File: src/rtl/control_sequencer_pkg.sv
// Purpose: shared encodings for the control sequencer (states, control-word fields, constants).
// Latency: n/a (package only).
// Backpressure: n/a (package only).
package control_sequencer_pkg;

  // Control-word width and layout, MSB first.
  localparam int CW_W = 33;

  typedef enum logic [1:0] {
    ST_FETCH = 2'b00,
    ST_EX0   = 2'b01,
    ST_EX1   = 2'b10,
    ST_EX2   = 2'b11
  } state_t;

  localparam int CW_ALU_ENABLE      = 32;
  localparam int CW_ALU_BS          = 31;
  localparam int CW_ALU_FS_LSB      = 26;  // 5 bits
  localparam int CW_RF_B_ENABLE     = 25;
  localparam int CW_SA_LSB          = 20;  // 5 bits
  localparam int CW_SB_LSB          = 15;  // 5 bits
  localparam int CW_WA_LSB          = 10;  // 5 bits
  localparam int CW_REG_W           = 9;
  localparam int CW_RAM_ENABLE      = 8;
  localparam int CW_RAM_W           = 7;
  localparam int CW_PC_ENABLE       = 6;
  localparam int CW_PC_FS_LSB       = 4;   // 2 bits
  localparam int CW_PC_INPUT_SELECT = 3;
  localparam int CW_STATUS_LOAD     = 2;
  localparam int CW_NS_LSB          = 0;   // 2 bits

  // Fetch cycle only advances the PC: pc_fs = 2'b01, everything else zero.
  localparam logic [CW_W-1:0] FETCH_WORD = 33'd1 << CW_PC_FS_LSB;

  // Fields that commit architectural side effects; hold forces them off.
  localparam logic [CW_W-1:0] HOLD_KILL_MASK = (33'd1 << CW_REG_W)
                                             | (33'd1 << CW_RAM_W)
                                             | (33'd3 << CW_PC_FS_LSB)
                                             | (33'd1 << CW_STATUS_LOAD);

endpackage

File: src/rtl/control_sequencer_watchdog.sv
// Purpose: counts consecutive non-held EXEC cycles and trips after WDOG_LIMIT of them; sticky fault.
// Latency: trip is combinational in the cycle the limit is reached; fault registers on that edge.
// Backpressure: hold freezes the count; no trip can fire while held.
// Ports: clock/reset (sync, active-high); exec_active = sequencer is in an EXEC state;
//        hold = sequencer frozen; trip = force FETCH at next edge; fault = sticky watchdog flag.
module seq_watchdog #(
  parameter int WDOG_LIMIT = 15
) (
  input  logic clock,
  input  logic reset,
  input  logic exec_active,
  input  logic hold,
  output logic trip,
  output logic fault
);

  localparam int CNT_W = (WDOG_LIMIT < 2) ? 1 : $clog2(WDOG_LIMIT + 1);

  logic [CNT_W-1:0] count;

  // The count holds the number of EXEC cycles already completed, so this cycle is the
  // WDOG_LIMIT-th one when count == WDOG_LIMIT-1.
  assign trip = exec_active && !hold && (count == CNT_W'(WDOG_LIMIT - 1));

  always_ff @(posedge clock) begin
    if (reset) begin
      count <= '0;
      fault <= 1'b0;
    end else if (!hold) begin
      if (!exec_active || trip) begin
        count <= '0;
      end else begin
        count <= count + 1'b1;
      end
      if (trip) begin
        fault <= 1'b1;
      end
    end
  end

endmodule

File: src/rtl/control_sequencer.sv
// Purpose: FETCH/EXEC sequencer owning ir/state/status and muxing the datapath control word.
// Latency: ctrl_word and ir_load are combinational; ir/state/status update on the next edge.
// Backpressure: hold freezes all state and suppresses writes; imem_ready=0 stalls in FETCH.
// Ports: clock, reset (sync active-high); instr_in/imem_ready from instruction memory;
//        dec_word/status_in from decoders and ALU; ctrl_word to datapath; ir/state/status
//        to decoders; ir_load strobe; fault only when built with SEQ_WATCHDOG_EN.
// Build option: define SEQ_WATCHDOG_EN to add the EXEC-length watchdog and the fault port.
module control_sequencer
  import control_sequencer_pkg::*;
#(
  parameter int WDOG_LIMIT = 15
) (
  input  logic            clock,
  input  logic            reset,
  input  logic [31:0]     instr_in,
  input  logic            imem_ready,
  input  logic [CW_W-1:0] dec_word,
  input  logic [4:0]      status_in,
  input  logic            hold,
  output logic [CW_W-1:0] ctrl_word,
  output logic [31:0]     ir,
  output logic [1:0]      state,
  output logic [4:0]      status,
  output logic            ir_load
`ifdef SEQ_WATCHDOG_EN
  ,
  output logic            fault
`endif
);

  state_t      state_q, state_nxt;
  logic [31:0] ir_q, ir_nxt;
  logic [4:0]  status_q, status_nxt;
  logic        wdog_trip;

`ifdef SEQ_WATCHDOG_EN
  seq_watchdog #(
    .WDOG_LIMIT (WDOG_LIMIT)
  ) u_watchdog (
    .clock       (clock),
    .reset       (reset),
    .exec_active (state_q != ST_FETCH),
    .hold        (hold),
    .trip        (wdog_trip),
    .fault       (fault)
  );
`else
  // No watchdog: EXEC may run as long as the decoders keep NS non-zero. The parameter is
  // kept so both builds present the same instance interface.
  assign wdog_trip = 1'b0;
  if (WDOG_LIMIT < 1) begin : g_wdog_limit_unused
  end
`endif

  always_comb begin
    ctrl_word  = '0;
    ir_load    = 1'b0;
    state_nxt  = state_q;
    ir_nxt     = ir_q;
    status_nxt = status_q;

    if (state_q == ST_FETCH) begin
      if (imem_ready) begin
        ctrl_word = FETCH_WORD;
        if (!hold) begin
          ir_load   = 1'b1;
          ir_nxt    = instr_in;
          state_nxt = ST_EX0;
        end
      end
    end else begin
      ctrl_word = dec_word;
      if (!hold) begin
        state_nxt = state_t'(dec_word[CW_NS_LSB +: 2]);
        if (dec_word[CW_STATUS_LOAD]) begin
          status_nxt = status_in;
        end
        if (wdog_trip) begin
          state_nxt = ST_FETCH;
        end
      end
    end

    if (hold) begin
      ctrl_word = ctrl_word & ~HOLD_KILL_MASK;
    end

    // Reset abandons whatever is in flight: nothing reaches the datapath this cycle.
    if (reset) begin
      ctrl_word = '0;
      ir_load   = 1'b0;
    end
  end

  always_ff @(posedge clock) begin
    if (reset) begin
      state_q  <= ST_FETCH;
      ir_q     <= '0;
      status_q <= '0;
    end else begin
      state_q  <= state_nxt;
      ir_q     <= ir_nxt;
      status_q <= status_nxt;
    end
  end

  assign state  = state_q;
  assign ir     = ir_q;
  assign status = status_q;

endmodule

File: config.mk
export PLATFORM = sky130hd
export DESIGN_NAME = control_sequencer
export DESIGN_NICKNAME = d
export VERILOG_FILES = /design/src/rtl/control_sequencer_pkg.sv /design/src/rtl/control_sequencer_watchdog.sv /design/src/rtl/control_sequencer.sv
export SDC_FILE = /design/constraint.sdc
export NUM_CORES = 1
export LEC_CHECK = 0
export CAP_MARGIN = 20
export CORE_ASPECT_RATIO = 1.2
export CORE_MARGIN = 1.5
export CORE_UTILIZATION = 32
export DETAILED_ROUTE_END_ITERATION = 10
export PLACE_DENSITY = 0.81
export SLEW_MARGIN = 25
export SYNTH_ARGS = -nofsm -noshare
export SYNTH_HDL_FRONTEND = slang
export SYNTH_SLANG_ARGS = --single-unit
File: constraint.sdc
create_clock -name clock -period 1.68 [get_ports clock]
set_input_delay 0.336 -clock clock [delete_from_list [all_inputs] [get_ports clock]]
set_output_delay 0.336 -clock clock [all_outputs]
set_load 0.005 [all_outputs]
**After elaboration in Yosys (flattened, before gate mapping)**

Index checks and enable logic that the tools add are counted.

- Bits in registers: 39
- Input port bits: 74
- Word-level logic and storage cells: 22
- Output and inout port bits: 73

- Multiplexer cells: 12
- Equality and inequality tests: 1
- Bitwise operators: 2
- Reduce and logical (&&, ||, !) cells: 4

Operator list:

| kind | number |
|---|---|
| 2-to-1 mux 33 bit | 2 |
| 2-to-1 mux 10 bit | 1 |
| 2-to-1 mux 2 bit | 4 |
| AND reduction 3 bit | 2 |
| 2-to-1 mux 5 bit | 1 |
| 2-to-1 mux 1 bit | 4 |
| zero test 2 bit | 1 |
| != test 2 bit, second input constant | 1 |
| NOT 1 bit | 2 |
| AND reduction 2 bit | 1 |

**Depth between registers and ports, before layout**

Gate-level depths: netlist (run 1).

- Word-level depth: 4
- Mapped depth: 6
- Gate-level depth less buffers: 3

**Worst setup path after synthesis (run 1)**

OpenSTA, ideal clock, no wires.

- Path kind: in2out
- From: input port hold
- To: output port ir_load
- Data required time: 1344 ps
- Stages on the path: 5
- Path buffers: 3
- Arrival: 1296 ps
- Path slack: 48 ps
- Path through: buf_6 or4b_1 buf_2 buf_6 nor2_1

- Word-level cells in the longest chain between the ends: 4

RTL lines:

| what | line | text |
|---|---|---|
| start, declared | control_sequencer.sv:19 | `input logic hold,` |
| 2-to-1 mux 1 bit | control_sequencer.sv:65 | `if (!hold) begin` |
| 2-to-1 mux 1 bit | control_sequencer.sv:63 | `if (imem_ready) begin` |
| 2-to-1 mux 1 bit | control_sequencer.sv:62 | `if (state_q == ST_FETCH) begin` |
| 2-to-1 mux 1 bit | control_sequencer.sv:89 | `if (reset) begin` |
| end, declared | control_sequencer.sv:24 | `output logic ir_load` |

No other way between the ends.

**Worst setup path after layout (run 1)**

- From: register state_q[1] (netlist: state[1])
- To: output port ir_load

- Word-level cells in the longest chain between the ends: 3

RTL lines:

| what | line | text |
|---|---|---|
| start, declared | control_sequencer.sv:31 | `state_t state_q, state_nxt;` |
| start signal, assigned | control_sequencer.sv:101 | `state_q <= state_nxt;` |
| zero test 2 bit | control_sequencer.sv:62 |  |
| 2-to-1 mux 1 bit | control_sequencer.sv:62 |  |
| 2-to-1 mux 1 bit | control_sequencer.sv:89 |  |

No other way between the ends.

==> results of run 1 <==
-- power breakdown --
| part | switching [W] | total (W) | internal, W | leakage [nW] |
|---|---|---|---|---|
| logic | 0.000214 | 0.000618 | 0.000404 | 1.13 |
| registers | 0.0000234 | 0.000990 | 0.000967 | 0.319 |
| clock network | 0.000319 | 0.000609 | 0.000290 | 0.0412 |
-- how the worst min path moves through the flow --
stage	start	end	slack (ns)
detailed placement	ir[21]	ir[21]	0.45
floorplan	ir[0]	ir[0]	0.45
global placement	ir[1]	ir[1]	0.44
CTS	ir[21]	ir[21]	0.46
finish	ir[24]	ir[24]	0.45
global route	ir[21]	ir[21]	0.47
-- repair_timing --
item	in CTS	in global routing
hold buffers	0	0
buffers inserted	13	2
pin swaps	22	14
setup endpoints to repair	35	33
gates resized for setup	182	43
gates cloned	2	0
-- metal layers --
| metal | GRT usage [%] | share of wire [%] | vias to the layer above |
|---|---|---|---|
| met1 | 21.53 | 37 | 948 |
| met3 | 5.704 | 7.6 | 13 |
| met4 | 7.487 | 2.5 | 0 |
| met2 | 39.60 | 53 | 101 |
| li1 | - | - | 1016 |
| met5 | 0 | 0 | - |
-- through the flow --
step | hold WS [ns] | cell area, sq um
global placement | 0.4412 | 3289
global route | 0.4738 | 3647
floorplan | 0.4527 | 1700
detailed placement | 0.4453 | 3289
finish | 0.4527 | 3647
CTS | 0.4555 | 3517
-- synthesized netlist by cell type --
| master | n |
|---|---|
| a21oi_1 | 34 |
| mux2i_1 | 6 |
| nor3b_2 | 1 |
| nor3_1 | 3 |
| nor4b_4 | 1 |
| dfxtp_1 | 39 |
| nor2_1 | 4 |
| or4b_1 | 1 |
| o21ai_0 | 1 |
| buf_2 | 4 |
| and3_1 | 1 |
| and2_1 | 31 |
| nand2_1 | 64 |
| a31oi_1 | 1 |
| nand2b_1 | 10 |
| buf_1 | 1 |
| buf_6 | 4 |
| clkbuf_1 | 7 |
| inv_1 | 1 |
-- cells by family (layout without fill, tap and decap cells) --
family                 count (synthesis)  after routing  synth area share (%)
AO/OA/AOI/OAI                         36             36                 10.67
buffers and inverters                 17            187                 5.813
flip-flops                            39             39                 45.92
multiplexers                           6              6                 3.532
AND/OR/NAND/NOR                      116            116                 34.07
-- worst max-delay path, delay by kind of cell, from the launching register on --
| family | cells | cell delay (ns) |
|---|---|---|
| and+or+nand+nor | 2 | 0.67 |
| DFF | 1 | 0.36 |
| buffers and inverters | 2 | 0.24 |
-- layout by cell type, fill, tap and decap left out --
| cell | instances |
|---|---|
| nor2_1 | 1 |
| clkinvlp_4 | 1 |
| dfxtp_4 | 2 |
| buf_6 | 43 |
| mux2i_1 | 6 |
| clkbuf_8 | 5 |
| o21ai_0 | 1 |
| nor3_4 | 1 |
| nor3_1 | 2 |
| and2_4 | 26 |
| dfxtp_1 | 37 |
| nor3b_2 | 1 |
| nor4b_4 | 1 |
| nand2_1 | 64 |
| a31oi_1 | 1 |
| and3_4 | 1 |
| clkinv_2 | 1 |
| dlygate4sd2_1 | 3 |
| a21oi_1 | 34 |
| clkdlybuf4s50_1 | 108 |
| buf_2 | 6 |
| or4b_4 | 1 |
| inv_1 | 1 |
| nand2b_1 | 10 |
| buf_4 | 16 |
| clkbuf_1 | 1 |
| buf_12 | 1 |
| clkbuf_2 | 1 |
| nor2_4 | 3 |
| and2_1 | 5 |
-- registers in the layout, indices dropped and copies added (netlist names) --
register / flops
ir: 32
state: 2
status: 5
-- final cells by class --
cell class                 instances  area, sq um
timing repair buffer             178         1767
fill                             394         1363
multi-input combinational        158        928.4
sequential                        39        788.3
tap                               60        75.07
clock buffer                       6        72.57
clock inverter                     2        12.51
inverter                           1        3.754
==> impl_metrics.py, run 1 <==
metrics = {
    "outcome": {
        "status": "finished with violations",
        "violations": "setup timing",
    },
    "min_path": {
        "holdPathStages": 2,
        "hp-class": "flop to flop",
    },
    "floorplanning": {
        "start_util_pct": 33.94,
        "ioPinCount": 147,
        "placeableCoreArea_sq_um": 5010,
        "dieArea_sq_um": 5762,
        "die_y_um": 82.85,
        "die_w_um": 69.55,
        "rows": 28,
    },
    "placed_design": {
        "gp_congestion": 0.7817,
        "dp_slack_ns": -0.6226,
        "dp_hpwl_mm": 4.246,
        "dp_cells": 422,
        "numPortBuffers": 146,
    },
    "cells_and_area": {
        "area_growth_pct": 114.5,
        "nets": 457,
        "finalCoreUtilization_pct": 72.80,
        "diodes": 0,
        "drive_gt1_share_pct": 28.65,
        "fin_cells": 444,
    },
    "timing": {
        "finalHoldViolCount": 0,
        "rsz0062_at_grt": "true",
        "setup_viol": 22,
        "tns_ns": -1.352,
        "fmax_mhz": 530.8,
        "fin_ws_ns": -0.2038,
        "period_minus_slack_ns": 1.884,
        "slew_headroom_pct": 78.09,
        "fin_crit_sh_pct": 112.1,
        "tightest_slew_ns": 0.3287,
        "clock_skew_ns": 0.01159,
        "drv_slew": 0,
    },
    "power": {
        "leakage_nw": 1.488,
        "p_per_area_nw_per_um2": 607.7,
        "vdd_ir_drop_max_v": 0.0002888,
        "finalPower_w": 0.002217,
    },
    "routing": {
        "ant_nets": 0,
        "post_drt_wl_per_cell_um": 14.61,
        "drc": 0,
        "drt_iter0_drc": 67,
        "wirelength_mm": 6.485,
        "viasPerCell": 4.680,
        "vias": 2078,
        "firstDrtPassIters": 4,
    },
    "global_routing": {
        "antenna_found_initial": 0,
        "grt_pass1_vias": 2072,
        "grt_pass1_wl_mm": 9.729,
        "track_usage_pct": 20.88,
        "grt_max_degree": 34,
        "grt_overflow": 0,
    },
    "cts": {
        "cts-root-buf": "clkbuf_8",
        "cts.sink_count": 39,
        "insertion_delay_ns": 0.29,
        "cts-buffers-inserted": 5,
        "cts_tree": "done",
        "h-tree-depth": 2,
        "cts.clk_slew.worst_paths_ns": 0.07,
        "cts_max_path_buffers": 2,
    },
    "worst_setup_path": {
        "critPathCapture": "ir_load",
        "cp_cell_sequence": "buf_6, or4b_4, nor2_4, buf_2",
        "cpPeakStageDelay_ns": 0.57,
        "r2r_end": "ir[25]",
        "r2r_slack_ns": 0.08,
        "crit_type": "flop to output pin",
        "crit_fanout": 2,
        "r2r_cells": 5,
        "worstPathRequired_ns": 1.34,
        "crit_start": "state[1]",
        "cp_slowest_cell": "or4b_4",
        "crit_arrival_ns": 1.55,
        "worstSetupStartpointType": "flop",
        "crit_path_end_kind": "output pin",
        "r2r_start": "state[1]",
    },
    "synth": {
        "ys_seq_area_share_pct": 45.92,
        "netlist_instances": 214,
        "synth_top_area_share_pct": 45.92,
        "ys_warn_count": 0,
        "ys_types": 19,
        "syn_area_per_cell_sq_um": 7.946,
        "syn_nets": 288,
        "synth_area_leaders": "dfxtp_1 46%, nand2_1 14%, and2_1 11%, a21oi_1 10%, nand2b_1 3.7%",
        "ys_ff_latch": 39,
        "synth_area_sq_um": 1700,
        "synth.largest_area_cell": "dfxtp_1",
    },
    "flow_run": {
        "cap_viol_max_count": 0,
    },
}
Note: power is estimated with default switching activity, not from simulation.
==> run 2, diff against run 1 <==
MAX_ROUTING_LAYER = met4   (was default)
==> run 2 against run 1 <==
The flow still finishes with violations (setup timing); clock skew hardly changed; register-to-register slack hardly changed; utilization stayed put; sequential share of layout area stayed put; final cell count stayed put.
==> impl_metrics.py, run 2 (synthesis gave the netlist of run 1 again) <==
metrics = {
    "timing": {
        "worst_hold_slack_ns": 0.4527,
        "clock_skew_ns": 0.01166,
        "tightest_slew_ns": 0.3244,
        "drv_slew": 0,
        "fmax_mhz": 531.2,
        "fin_crit_sh_pct": 112.1,
        "period_minus_slack_ns": 1.883,
        "fin_ws_ns": -0.2027,
        "slew_headroom_pct": 78.38,
        "finalHoldViolCount": 0,
        "setup_viol": 22,
        "rsz0062_at_grt": "true",
    },
    "cells_and_area": {
        "area_growth_pct": 114.5,
        "finalCoreUtilization_pct": 72.80,
        "drive_gt1_share_pct": 28.65,
        "fin_area_sq_um": 3647,
        "fillers": 394,
        "largest_register_ffs": 32,
        "diodes": 0,
        "nets": 457,
        "mostFrequentLayoutCell": "clkdlybuf4s50_1",
        "final_cell_mix": "108 x clkdlybuf4s50_1, 64 x nand2_1, 43 x buf_6",
    },
    "worst_setup_path": {
        "crit_fanout": 2,
        "r2r_end": "ir[20]",
        "worstPathRequired_ns": 1.34,
        "crit_path_end_kind": "output pin",
        "crit_start": "state[1]",
        "r2r_cells": 5,
        "crit_type": "flop to output pin",
        "crit_arrival_ns": 1.55,
        "worstSetupStartpointType": "flop",
        "cp_cell_sequence": "buf_6, or4b_4, nor2_4, buf_2",
        "cp_slowest_cell": "or4b_4",
        "r2r_slack_ns": 0.07,
        "critPathCapture": "ir_load",
        "r2r_start": "state[1]",
        "cpPeakStageDelay_ns": 0.57,
    },
    "power": {
        "leakage_nw": 1.488,
        "p_sw_w": 0.0005556,
        "power.share.sequential_pct": 44.7,
        "p_per_area_nw_per_um2": 607.6,
        "p_int_w": 0.001661,
        "vdd_ir_drop_max_v": 0.0002882,
        "pwr-share-comb_pct": 27.9,
        "p_clk_share_pct": 27.5,
        "p_sw_share_pct": 25.07,
    },
    "min_path": {
        "hp-class": "flop to flop",
    },
    "cts": {
        "h-tree-depth": 2,
        "cts.sink_count": 39,
        "cts.clk_slew.worst_paths_ns": 0.07,
        "cts-buffers-inserted": 5,
        "insertion_delay_ns": 0.29,
        "cts-root-buf": "clkbuf_8",
        "cts_max_path_buffers": 2,
        "cts_tree": "done",
        "hold_buffers": 0,
    },
    "global_routing": {
        "grt_pass1_wl_mm": 9.715,
        "grt_overflow": 0,
        "track_usage_pct": 21.47,
        "antenna_found_initial": 0,
        "grt_max_degree": 34,
        "grt_pass1_vias": 2073,
    },
    "routing": {
        "firstDrtPassIters": 4,
        "drc": 0,
        "vias": 2076,
        "post_drt_wl_per_cell_um": 14.58,
        "ant_nets": 0,
        "drt_iter0_drc": 66,
        "viasPerCell": 4.676,
        "wirelength_mm": 6.475,
    },
    "placed_design": {
        "dp_slack_ns": -0.6226,
        "numPortBuffers": 146,
        "post_dp_cell_area_sq_um": 3289,
        "dp_hpwl_mm": 4.246,
        "gp_congestion": 0.7925,
    },
    "floorplanning": {
        "die_w_um": 69.55,
        "placeableCoreArea_sq_um": 5010,
        "ioPinCount": 147,
        "start_util_pct": 33.94,
        "dieArea_sq_um": 5762,
        "die_y_um": 82.85,
        "rows": 28,
    },
    "flow_run": {
        "cap_viol_max_count": 0,
    },
    "outcome": {
        "violations": "setup timing",
        "status": "finished with violations",
    },
}
run 2: cell counts in the layout (fill, tap and decap cells not counted):
No cell type changed its count.
run 2: worst min path at each step:
| stage | start | to | slack (ns) | cells past startpoint |
|---|---|---|---|---|
| CTS | ir[21] | ir[21] | 0.46 | 2 |
| global route | ir[21] | ir[21] | 0.47 | 2 |
| global placement | ir[1] | ir[1] | 0.44 | 2 |
| detailed placement | ir[21] | ir[21] | 0.45 | 2 |
| floorplan | ir[0] | ir[0] | 0.45 | 2 |
| finish | ir[24] | ir[24] | 0.45 | 2 |
run 2: through the flow:
stage                     cells  total power, W  setup TNS (ns)
final                       444        0.002216          -1.296
after global routing        444        0.002331          -2.368
after CTS                   445        0.002195          -1.830
after detailed placement    422        0.001534          -22.33
after global placement      422        0.001527          -21.62
after floorplan             214        0.001171               0
run 2: timing repair:
item | CTS | global route
pin swaps | 22 | 14
buffers inserted | 13 | 2
gates resized for setup | 182 | 43
endpoints found under the hold margin | 0 | 0
setup endpoints to repair | 35 | 33
cloned | 2 | 0
run 2: worst max-delay path, delay by kind of cell, from the launching register on:
| family | cells | cell delay (ns) |
|---|---|---|
| buffers and inverters | 2 | 0.24 |
| DFF | 1 | 0.36 |
| and+or+nand+nor | 2 | 0.67 |
run 2: routing by layer:
layer	GRT usage, %	share of wire, %	wire [um]
met1	21.61	37	2379
met2	39.60	53	3444
met3	5.583	7.6	491
met4	7.487	2.5	160
met5	-	0	0
run 2: power groups by stage:
stage	logic (W)	registers, W	clock network, W
3_5_place_dp	0.000523	0.00101	0
4_1_cts	0.000577	0.000989	0.000629
5_1_grt	0.000660	0.000996	0.000674
3_3_place_gp	0.000517	0.00101	0
2_1_floorplan	0.000154	0.00102	0
6_report	0.000617	0.000990	0.000609
run 2: layout make-up:
class / instances / area (sq um) / area share, %
timing repair buffer: 178 / 1767 / 48.44
multi-input combinational: 158 / 928.4 / 25.45
tap: 60 / 75.07 / 2.058
inverter: 1 / 3.754 / 0.1029
clock inverter: 2 / 12.51 / 0.3431
sequential: 39 / 788.3 / 21.61
clock buffer: 6 / 72.57 / 1.990
==> variant (flow settings as in run 1) <==
The option `SEQ_WATCHDOG_EN` is turned on by a define.
--- a/src/rtl/control_sequencer.sv
+++ b/src/rtl/control_sequencer.sv
@@ -5,6 +5,8 @@
 //        dec_word/status_in from decoders and ALU; ctrl_word to datapath; ir/state/status
 //        to decoders; ir_load strobe; fault only when built with SEQ_WATCHDOG_EN.
 // Build option: define SEQ_WATCHDOG_EN to add the EXEC-length watchdog and the fault port.
+`define SEQ_WATCHDOG_EN
+
 module control_sequencer
   import control_sequencer_pkg::*;
 #(
Formal check against the unedited RTL (old outputs only; new: fault): same outputs for any inputs over 10 cycles, from zero or initial values and one cycle with reset high; that may be too few to reach the edited logic, so the function may still have changed.
==> variant against run 1 <==
  * The flow still finishes with violations (setup timing)
  * Area after synthesis increased by 12%
  * Setup slack got worse by 13 ps
  * Final cell count grew 12%
  * Design area grew 8.9%
  * Sequential cell count rose by 5
  * Clock skew is 5.7 ps lower
  * Power up 16%
  * Routed wire length grew 13%
  * Core utilization shrank 3.2 points
  * Largest cell class unchanged
==> variant: results (changes against run 1) <==
status complete, but fails checks; failing checks setup timing; routed vias 2344 (+13%); Main synth FF type dfxtp_1; mux contribution to synthesized area 0.528% (-3.0 points); wire per inst 14.7 microns (+0.68%); gr usage total 21.1% (+0.21 points); layout cell share with drive strength beyond 1 28.4% (-0.24 points); Hold Path Cell Cnt 2 (unchanged); Worst Setup EP ir_load; setup violators final 27 (+23%); DP Area 0.00349 sq mm (+6.0%); Synth Area in Adders 1.32% (+1.3 points); reg2reg setup slack 70 ps; Hold WS 449 ps (-3.41 ps); Detailed Route Iter0 Violations 119 (+78%); Worst-Margin Slew 375 ps (+46.4 ps); first-pass GRT wire length 10500 microns (+8.2%); routability congestion estimate 0.746 (-4.6%); clock-pin slew on the worst setup and hold paths 90 ps (+20 ps); met3 wire len 429 microns (-13%); Hold Path End u_watchdog.fault; WS Path Type reg -> out; clk_lat worst skew 290 ps (about the same); leak pwr 1.60 nW (+7.2%); post-synthesis sequential area ratio 46.4% (+0.52 points); critical path's largest stage delay 550 ps (-20 ps); nets 494 (+8.1%); ranking of synthesized cells by area dfxtp_1, nand2_1, a21oi_1; M1 GR Usage 22.8% (+1.3 points); worst slack, placed -555 ps (+67.2 ps); WL met1 2750 microns (+15%); R2R depth 5 (unchanged); Max IR drop VDD 0.000415 V (+44%); asr flop ratio synth 0% (unchanged); min-delay worst type reg -> reg; Buffers on Ports 147 (+0.68%); met2 routed WL 4020 microns (+17%); Synth Area in Compound Gates 14.0% (+3.3 points); largest net degree at the start of global routing 33 (-2.9%); Inserted Diodes 0 (unchanged); Reg2Reg Capture Point ir[7]; crit path max-delay cell type or4b_4; met3 Use GR 5.90% (+0.20 points); final worst setup slack -217 ps (-12.8 ps); hold path start u_watchdog.fault; library cells used by synthesis 28 (+9); critical path peak fanout 4 (+2); Synth top cells by count nand2_1, dfxtp_1, a21oi_1; Final HPWL DP 4500 microns (+6.0%); clk_skew 5.90 ps (-5.69 ps); Net Count, Synth 321 (+11%); maximum clock insertion buffer count 2 (unchanged); met2 capacity usage during global routing 38.8% (-0.75 points); antenna violations before repair 0 (unchanged)
## variant: cell count changes after synthesis, moves of 2 or more
cell | before | now
nor3_1 | 3 | 5
o21ai_0 | 1 | 5
nand2_1 | 64 | 67
ha_1 | 0 | 2
nand3_1 | 0 | 7
dfxtp_1 | 39 | 44
a21oi_1 | 34 | 41
inv_1 | 1 | 4
nand4_1 | 0 | 3
mux2i_1 | 6 | 1
nand2b_1 | 10 | 1
clkbuf_1 | 7 | 9
## variant: layout make-up
type                       instances  area, sq um
clock buffer                       5         68.8
clock inverter                     3         46.3
fill                             475         1730
inverter                           4         15.0
multi-input combinational        180         1050
sequential                        44          888
tap                               80          100
timing repair buffer             183         1800
## variant: worst min-delay path, delay by kind of cell, from the launching register on
kind | cells | cell delay, ps
buffers and inverters | 1 | 50
AOI/OAI and AO/OA | 1 | 50
DFF | 1 | 320
## variant: repair_timing
action,in CTS,in global routing
setup endpoints to repair,36,33
setup buffers,20,2
pin swaps,25,7
cloned,3,0
gates resized for setup,195,37
## variant: metrics by stage
stage | TNS (ps) | std cells | utilization [%]
after global placement | -12660 | 469 | 61.1
final | -2030 | 499 | 69.6
after CTS | -1540 | 499 | 67.5
after floorplan | 0 | 245 | -
after detailed placement | -13540 | 469 | 61.1
after global routing | -3790 | 499 | 69.6
## variant: report_power, final
group          internal, mW  leakage (nW)  total (mW)  switching, mW
sequential             1.09         0.360        1.11         0.0257
combinational         0.413          1.18       0.649          0.236
clock                 0.448        0.0548       0.822          0.374
total                  1.95          1.60        2.58          0.635
## variant: kinds of logic after synthesis
group,Yosys count
buf+inv,21
simple gates,126
mux,1
compound gates,51
fa+ha+maj,2
flops,44
